[config.mk]
export PLATFORM = sky130hd
export DESIGN_NAME = fetch_pc_ctrl
export DESIGN_NICKNAME = d
export VERILOG_FILES = /design/src/rtl/fetch_pkg.sv /design/src/rtl/fetch_target_calc.sv /design/src/rtl/fetch_pc_ctrl.sv
export SDC_FILE = /design/constraint.sdc
export NUM_CORES = 1
export LEC_CHECK = 0
export CORE_MARGIN = 3
export CORE_UTILIZATION = 54
export DETAILED_ROUTE_END_ITERATION = 16
export MAX_ROUTING_LAYER = met4
export PLACE_DENSITY = 0.93
export SLEW_MARGIN = 20
export SYNTH_ARGS = -nofsm -noshare
export SYNTH_HDL_FRONTEND = slang
export SYNTH_SLANG_ARGS = --single-unit
[constraint.sdc]
create_clock -name clk -period 7.86 [get_ports clk]
set_input_delay 1.572 -clock clk [delete_from_list [all_inputs] [get_ports clk]]
set_output_delay 1.572 -clock clk [all_outputs]
set_load 0.1 [all_outputs]
[src/rtl/fetch_pkg.sv]
// Shared types and constants for the instruction-fetch stage.
package fetch_pkg;

  typedef enum logic [1:0] {
    IDLE = 2'd0,
    REQ  = 2'd1,
    HOLD = 2'd2
  } fetch_state_e;

  localparam logic [31:0] PC_INC   = 32'd4;
  localparam logic [31:0] INST_NOP = 32'h0000_0000;

endpackage

[src/rtl/fetch_target_calc.sv]
// Redirect target generation: branch (PC+4 + offset*4) or jump (region of PC+4 with word index).
module fetch_target_calc
  import fetch_pkg::*;
#(
  parameter int AW = 32
) (
  input  logic [AW-1:0] br_pc,
  input  logic [31:0]   br_offset,
  input  logic [25:0]   jmp_index,
  input  logic          br_taken,
  output logic [AW-1:0] target
);

  logic [AW-1:0] seq_pc_s;
  logic [AW-1:0] br_disp_s;

  assign seq_pc_s  = br_pc + AW'(PC_INC);
  assign br_disp_s = AW'({br_offset[29:0], 2'b00});

  // Branch wins when both redirect sources are active.
  always_comb begin
    target = seq_pc_s;
    if (br_taken) begin
      target = seq_pc_s + br_disp_s;
    end else begin
      target = AW'({seq_pc_s[AW-1:AW-4], jmp_index, 2'b00});
    end
  end

endmodule

[src/rtl/fetch_pc_ctrl.sv]
// Fetch sequencer: PC register, imem request/ack handshake and a one-entry output buffer.
module fetch_pc_ctrl
  import fetch_pkg::*;
#(
  parameter int            AW       = 32,
  parameter logic [AW-1:0] RESET_PC = 32'h0000_0000
) (
  input  logic          clk,
  input  logic          rst_n,
  output logic          imem_req,
  output logic [AW-1:0] imem_addr,
  input  logic          imem_ack,
  input  logic [31:0]   imem_rdata,
  output logic          inst_valid,
  input  logic          inst_ready,
  output logic [31:0]   inst_out,
  output logic [AW-1:0] pc_out,
  input  logic          br_taken,
  input  logic [AW-1:0] br_pc,
  input  logic [31:0]   br_offset,
  input  logic          jmp_en,
  input  logic [25:0]   jmp_index
);

  fetch_state_e  state_q, state_d;
  logic [AW-1:0] pc_q, pc_d;
  logic [AW-1:0] addr_q, addr_d;
  logic          req_q, req_d;
  logic          valid_q, valid_d;
  logic [31:0]   inst_q, inst_d;
  logic [AW-1:0] pc_out_q, pc_out_d;
  logic          redir_pend_q, redir_pend_d;

  logic          redirect_s;
  logic          consume_s;
  logic [AW-1:0] target_s;

  assign redirect_s = br_taken | jmp_en;
  assign consume_s  = valid_q & inst_ready;

  fetch_target_calc #(.AW(AW)) u_target (
    .br_pc     (br_pc),
    .br_offset (br_offset),
    .jmp_index (jmp_index),
    .br_taken  (br_taken),
    .target    (target_s)
  );

  // State register and all output registers.
  always_ff @(posedge clk or negedge rst_n) begin
    if (!rst_n) begin
      state_q      <= IDLE;
      pc_q         <= RESET_PC;
      addr_q       <= RESET_PC;
      req_q        <= 1'b0;
      valid_q      <= 1'b0;
      inst_q       <= INST_NOP;
      pc_out_q     <= {AW{1'b0}};
      redir_pend_q <= 1'b0;
    end else begin
      state_q      <= state_d;
      pc_q         <= pc_d;
      addr_q       <= addr_d;
      req_q        <= req_d;
      valid_q      <= valid_d;
      inst_q       <= inst_d;
      pc_out_q     <= pc_out_d;
      redir_pend_q <= redir_pend_d;
    end
  end

  // Next-state, PC and buffer update.
  always_comb begin
    state_d      = state_q;
    pc_d         = pc_q;
    valid_d      = valid_q;
    inst_d       = inst_q;
    pc_out_d     = pc_out_q;
    redir_pend_d = redir_pend_q;

    if (consume_s) begin
      valid_d = 1'b0;
    end else begin
      valid_d = valid_q;
    end

    case (state_q)
      IDLE: begin
        state_d = REQ;
        if (redirect_s) begin
          pc_d = target_s;
        end else begin
          pc_d = pc_q;
        end
      end
      REQ: begin
        if (imem_ack) begin
          if (redirect_s) begin
            pc_d         = target_s;
            valid_d      = 1'b0;
            redir_pend_d = 1'b0;
          end else if (redir_pend_q) begin
            // Response belongs to the pre-redirect address; discard it.
            redir_pend_d = 1'b0;
          end else begin
            inst_d   = imem_rdata;
            pc_out_d = addr_q;
            valid_d  = 1'b1;
            pc_d     = pc_q + AW'(PC_INC);
            if (!valid_q || consume_s) begin
              state_d = REQ;
            end else begin
              state_d = HOLD;
            end
          end
        end else if (redirect_s) begin
          // Outstanding request cannot be withdrawn: remember to drop its response.
          pc_d         = target_s;
          valid_d      = 1'b0;
          redir_pend_d = 1'b1;
        end else begin
          state_d = REQ;
        end
      end
      HOLD: begin
        if (redirect_s) begin
          pc_d    = target_s;
          valid_d = 1'b0;
          state_d = REQ;
        end else if (consume_s) begin
          state_d = REQ;
        end else begin
          state_d = HOLD;
        end
      end
      default: begin
        state_d      = IDLE;
        valid_d      = 1'b0;
        redir_pend_d = 1'b0;
      end
    endcase
  end

  // Request/address registers: address frozen while a request is outstanding.
  always_comb begin
    req_d = (state_d == REQ);
    if ((state_q == REQ) && !imem_ack) begin
      addr_d = addr_q;
    end else begin
      addr_d = {pc_d[AW-1:2], 2'b00};
    end
  end

  assign imem_req   = req_q;
  assign imem_addr  = addr_q;
  assign inst_valid = valid_q;
  assign inst_out   = inst_q;
  assign pc_out     = pc_out_q;

endmodule
Word level (Yosys, flattened, before mapping)
Cells that the tools add are included.
Widths: inputs -> output; s select.
{ "word_totals": {"out_inout_bits": 98, "input_bits": 128, "word_cells": 55, "reg_bits": 129} }
{ "classes": {"mux": 23, "n_reduce_logical": 10, "n_addsub": 3, "eq_ne": 5, "bitwise": 5} }
{ "op_table": {"columns": ["cell", "n"], "rows": [
  ["$mux 32", 5],
  ["$add 32x3->32 const B", 2],
  ["$pmux 32 s2", 1],
  ["$add 32x32->32", 1],
  ["$mux 2", 7],
  ["$mux 1", 7],
  ["$pmux 2 s3", 1],
  ["$eq 2x1->1 const B", 2],
  ["$ne 4x4->1 const B", 1],
  ["$reduce_and 2->1", 2],
  ["$reduce_and 4->1", 1],
  ["$ne 3x3->1 const B", 1],
  ["$not 1->1", 3],
  ["$pmux 1 s3", 1],
  ["$eq 2x2->1 const B", 1],
  ["$logic_not 1->1", 2],
  ["$logic_not 2->1", 1],
  ["$pmux 1 s2", 1],
  ["$reduce_bool 2->1", 1],
  ["$reduce_or 2->1", 1],
  ["$and 1x1->1", 1],
  ["$logic_and 1x1->1", 1],
  ["$logic_or 1x1->1", 1],
  ["$or 1x1->1", 1]
]} }

Longest topological paths before layout
{ "depth": {"ltp_word": 8, "ltp_mapped": 17, "ltp_nobuf": 15} }

Cells and area by module
From an unflattened synthesis, not the netlist that was laid out.
{ "unflattened": {"cells_unflattened": 912, "hier_area_um2": 8770.9} }
{ "modules_own_cells": {"columns": ["module", "seq_area_each_um2", "n_inst", "cells_per_inst", "area_per_inst_um2"], "rows": [
  ["fetch_pc_ctrl", 3178.0, 1, 545, 6142.1],
  ["fetch_target_calc", 0.0, 1, 367, 2628.8]
]} }

Worst setup path before layout
OpenSTA, ideal clock, no wires.
{ "synth_timing": {"path_kind": "input to register", "from": "in br_pc[5]", "to": "reg addr_q[31] (netlist: imem_addr[31])", "path_slack_ns": 3.184, "path_buffers": 2, "arrival_ns": 4.599, "stages": 17, "required_time_ns": 7.782, "setup_time_ns": 0.078, "path_cell_list": "and4_1 > buf_6 > and4_2 > nand2_1 > nor3b_1 > xor2_1 > ha_1 > clkbuf_1 > nand2_1 > o211ai_1 > nand2_1 > a211oi_1 > a311oi_1 > and4_4 > or2_1 > o41a_1 > a21oi_1"} }
{ "synth_via": {"elab_chain_len": 6, "word_cells_on_any_way": 7, "classes_between": "2 x add/sub; 5 x mux"} }
{ "synth_lines": {"columns": ["item", "line_no", "rtl"], "rows": [
  ["from (decl)", "fetch_pc_ctrl.sv:19", "input logic [AW-1:0] br_pc,"],
  ["$add 32x3->32 (*)", "fetch_target_calc.sv:17", "assign seq_pc_s = br_pc + AW'(PC_INC);"],
  ["$add 32x32->32", "fetch_target_calc.sv:24", "target = seq_pc_s + br_disp_s;"],
  ["$mux 32 (*)", "fetch_target_calc.sv:23", "if (br_taken) begin"],
  ["$mux 32 (on tied branches)", null, null],
  ["$mux 32", "fetch_pc_ctrl.sv:97", "if (imem_ack) begin"],
  ["$pmux 32 s2 (*)", "fetch_pc_ctrl.sv:87", "case (state_q)"],
  ["to (signal assigned)", "fetch_pc_ctrl.sv:63", "addr_q <= addr_d;"],
  ["to (decl)", "fetch_pc_ctrl.sv:27", "logic [AW-1:0] addr_q, addr_d;"]
]} }
Every way passes the cells marked *; elsewhere a longest branch is shown, timed or not.
A chain may end at the register's enable or synchronous reset.

Worst setup path after layout
{ "layout_timing": {"from": "in br_pc[4]", "to": "reg addr_q[27] (netlist: imem_addr[27])"} }
{ "layout_via": {"elab_chain_len": 6, "word_cells_on_any_way": 7, "classes_between": "2 x add/sub; 5 x mux"} }
{ "layout_lines": {"columns": ["item", "line_no", "rtl"], "rows": [
  ["$add 32x3->32 (*)", "fetch_target_calc.sv:17", null],
  ["$add 32x32->32 (*)", "fetch_target_calc.sv:24", null],
  ["$mux 32 (*)", "fetch_target_calc.sv:23", null],
  ["$mux 32 (on tied branches)", null, null],
  ["$mux 32", "fetch_pc_ctrl.sv:97", null],
  ["$pmux 32 s2 (*)", "fetch_pc_ctrl.sv:87", null],
  ["net pc_d[27]", "fetch_pc_ctrl.sv:26", "logic [AW-1:0] pc_q, pc_d;"]
]} }
Mark *: on every way through the listed nets, which the timed path passes. The rest lies on a longest branch.

==> results.yml <==
global_route:
  pin_count_of_the_biggest_net_entering_global_routing: 76
  grt_overflow: 0
  grt_pass1_wl_um: 43600
  gr_usage_total: 0.320
  antenna_violations_before_repair: 0
  grt_pass1_vias: 8182
synthesis:
  netlist_top_cells_area: "sky130_fd_sc_hd__dfrtp_1 (38%), sky130_fd_sc_hd__mux2_2 (11%), sky130_fd_sc_hd__ha_1 (5.2%)"
  synth_top_cell_by_area: "sky130_fd_sc_hd__dfrtp_1"
  synth-seq-area-share: 0.375
  async_reset_ff_frac: 1.00
  post_synth_num_cell_types: 76
  synthDominantCellAreaShare: 0.375
  avgSynthCellArea_um2: 9.24
  synth-edff-count: 0
  synthesis.instances: 916
  synth_ff_type: "sky130_fd_sc_hd__dfrtp_1"
  postSynthRegisterBits: 127
  netlist_area_um2: 8470
  synth.yosys.warnings: 0
min_path:
  hold_start: "pc_out[4]"
  hold_path_class: "reg -> reg"
  min_path_cells: 1
  min_delay_worst_endpoint: "pc_out[4]"
placement:
  port_buffers: 217
  dp_hpwl_um: 19500
  gp_congestion: 0.992
  detailed_place.area_um2: 10700
clocking:
  clock_tree_from_tritoncts: "done"
  tritoncts.num_buffers: 17
  cts.hold.buffers_added: 0
  insertion_delay_ns: 0.42
  clk_pin_slew_worst_paths_ns: 0.06
  ctsHtreeMaxLevel: 4
  cts_buffer_depth: 2
  buffers_inserted_by_post_cts_timing_repair: 0
  cts-root-buf: "sky130_fd_sc_hd__clkbuf_16"
  clock_sinks: 127
  ctsResizeCount: 0
drt:
  post_drt_via_cell_ratio: 6.20
  drt-total-wl_um: 27000
  drt_first_iter_violations: 1030
  top_layer_used: "met4"
  met2_wirelength_um: 13500
  post_drt_wl_per_cell_um: 20.1
  1st_pass_router_iterations: 6
  route.met3.wl_um: 2190
  drcViolationCount: 0
  routed_vias: 8306
  drt-met1-wl_um: 10400
  detail-route-antenna-nets: 0
worst_setup_path:
  r2r.worst_path.cells: 9
  worst-setup-path-type: "in -> reg"
  ff_to_ff_setup_slack_ns: 4.58
  critical_path_required_ns: 8.22
  end_kind: "register"
  crit_path_launch_type: "input port"
  timing.critical_path.from: "br_pc[4]"
  timing.critical_path.arrival_ns: 5.84
  timing.rr.start: "redir_pend_q"
  worst_r2r_endpoint: "imem_addr[29]"
  worstPathMaxFanout: 7
finish:
  diodes: 0
  final_common_cell: "sky130_fd_sc_hd__clkdlybuf4s50_1"
  nNetsFinal: 1280
  area_delta_synth_final_pct: 34.7
  top_library_cells_by_usage_in_the_layout_fill_and_taps_aside: "sky130_fd_sc_hd__clkdlybuf4s50_1 (216), sky130_fd_sc_hd__dfrtp_1 (127), sky130_fd_sc_hd__mux2_2 (83)"
  final_area_um2: 11400
  drive_gt1_frac: 0.133
run:
  drv_cap: 0
pwr:
  power.share.combinational: 0.495
  vdd.ir_drop.worst_mv: 0.374
  power.switching_fraction: 0.483
  power.share.clock: 0.247
  power.density_cell_area_nw_per_um2: 319
  total_switching_power_mw: 1.75
  power_report.internal_total_mw: 1.88
  power.static_leakage_nw: 4.65
  seqPwrFrac: 0.258
sta:
  tightestPinTransition_ns: 1.19
  final.period_utilization: 0.697
  fmax_mhz: 183
  finalSetupViolations: 0
  finalSetupTns_ns: 0
  grt_setup_unrepaired: "false"
  slew_viol_final: 0
  final.setup_skew_ns: 0.00995
  report.final.hold_viol_count: 0
  maxSlewHeadroom: 0.207
  finalCriticalPeriod_ns: 5.48
floorplan:
  initial_standard_cell_utilization_of_the_core: 0.555
  floorplan.io_pins: 226
  core_um2: 15300
  num_rows: 45
  chipHeight_um: 131
  fp.dieArea_um2: 17200
  die-width_um: 131
run_status:
  outcome: "finished, final reports clean"
## worst max-delay path by stage
stage	to	depth (start not counted)
finish	imem_addr[27]	15
floorplan	imem_addr[31]	17
detailed placement	imem_addr[27]	15
global placement	imem_addr[27]	15
CTS	imem_addr[27]	15
global route	imem_addr[27]	15
## flip-flops by register name, indices dropped and copies added (netlist names)
name,cells
inst_out,32
imem_addr,30
imem_req,1
pc_out,30
inst_valid,1
redir_pend_q,1
pc_q,30
state_q,2
## stage by stage
step / power [mW] / instances / setup slack (ns) / util / hold slack, ns
CTS: 3.63 / 1340 / 2.50 / 0.748 / 0.505
detailed placement: 2.72 / 1308 / 2.08 / 0.704 / 0.492
finish: 3.63 / 1340 / 2.38 / 0.748 / 0.502
global route: 3.74 / 1340 / 2.08 / 0.748 / 0.515
global placement: 2.69 / 1308 / 2.17 / 0.704 / 0.486
floorplan: 2.23 / 919 / 3.18 / - / 0.472
## logic make-up (layout without fill, tap and decap cells)
kind of cell    after synthesis  count (layout)  share of synthesized area
xor+xnor                     48              48                     0.0497
fa+ha+maj                    36              36                     0.0541
simple gates                314             314                      0.189
buf+inv                      65             275                     0.0369
flops                       127             127                      0.375
other cells                   1               4                   0.000443
compound gates              239             239                      0.181
mux                          86              86                      0.114
## power by group through the flow
stage               clock [mW]  combinational, mW  sequential, mW
floorplan                    0              0.365            1.87
global placement             0               1.76           0.924
detailed placement           0               1.78           0.941
CTS                      0.899               1.80           0.935
global route             0.928               1.86           0.958
finish                   0.897               1.80           0.937
## cell type report
type	instances	area (um^2)
clock buffer	20	467
timing repair buffer	224	2220
sequential	127	3180
fill	1037	3850
multi-input combinational	727	5000
tap	211	264
clock inverter	12	204
inverter	19	71.3
## synthesized netlist by cell type, types with 18 or more instances
cell and n:
sky130_fd_sc_hd__a21o_1 22, sky130_fd_sc_hd__a21oi_1 70, sky130_fd_sc_hd__clkbuf_1 33, sky130_fd_sc_hd__dfrtp_1 127, sky130_fd_sc_hd__ha_1 35, sky130_fd_sc_hd__mux2_2 83, sky130_fd_sc_hd__nand2_1 80, sky130_fd_sc_hd__nand3_1 33
sky130_fd_sc_hd__nand4_1 20, sky130_fd_sc_hd__nor2_1 79, sky130_fd_sc_hd__nor3_1 21, sky130_fd_sc_hd__o21ai_0 54, sky130_fd_sc_hd__xnor2_1 30, sky130_fd_sc_hd__xor2_1 18
## metal layers
| layer | track usage | up-vias |
|---|---|---|
| met5 | - | - |
| met4 | 0.106 | 0 |
| met3 | 0.0498 | 90 |
| met2 | 0.539 | 498 |
| met1 | 0.398 | 3928 |
| li1 | - | 3790 |
## worst max-delay path: stages
cell and delay, ns:
sky130_fd_sc_hd__clkdlybuf4s50_1 0.55, sky130_fd_sc_hd__and4_1 0.38, sky130_fd_sc_hd__and4_2 0.35, sky130_fd_sc_hd__nand3_1 0.11, sky130_fd_sc_hd__xnor2_1 0.14, sky130_fd_sc_hd__ha_1 0.37, sky130_fd_sc_hd__a21o_1 0.23, sky130_fd_sc_hd__a31o_2 0.29
sky130_fd_sc_hd__nor3_2 0.24, sky130_fd_sc_hd__a21oi_1 0.16, sky130_fd_sc_hd__o21ai_1 0.36, sky130_fd_sc_hd__o21a_1 0.21, sky130_fd_sc_hd__a21oi_1 0.10, sky130_fd_sc_hd__o41ai_2 0.52, sky130_fd_sc_hd__mux2_2 0.25
(Power assumes the default switching activity.)
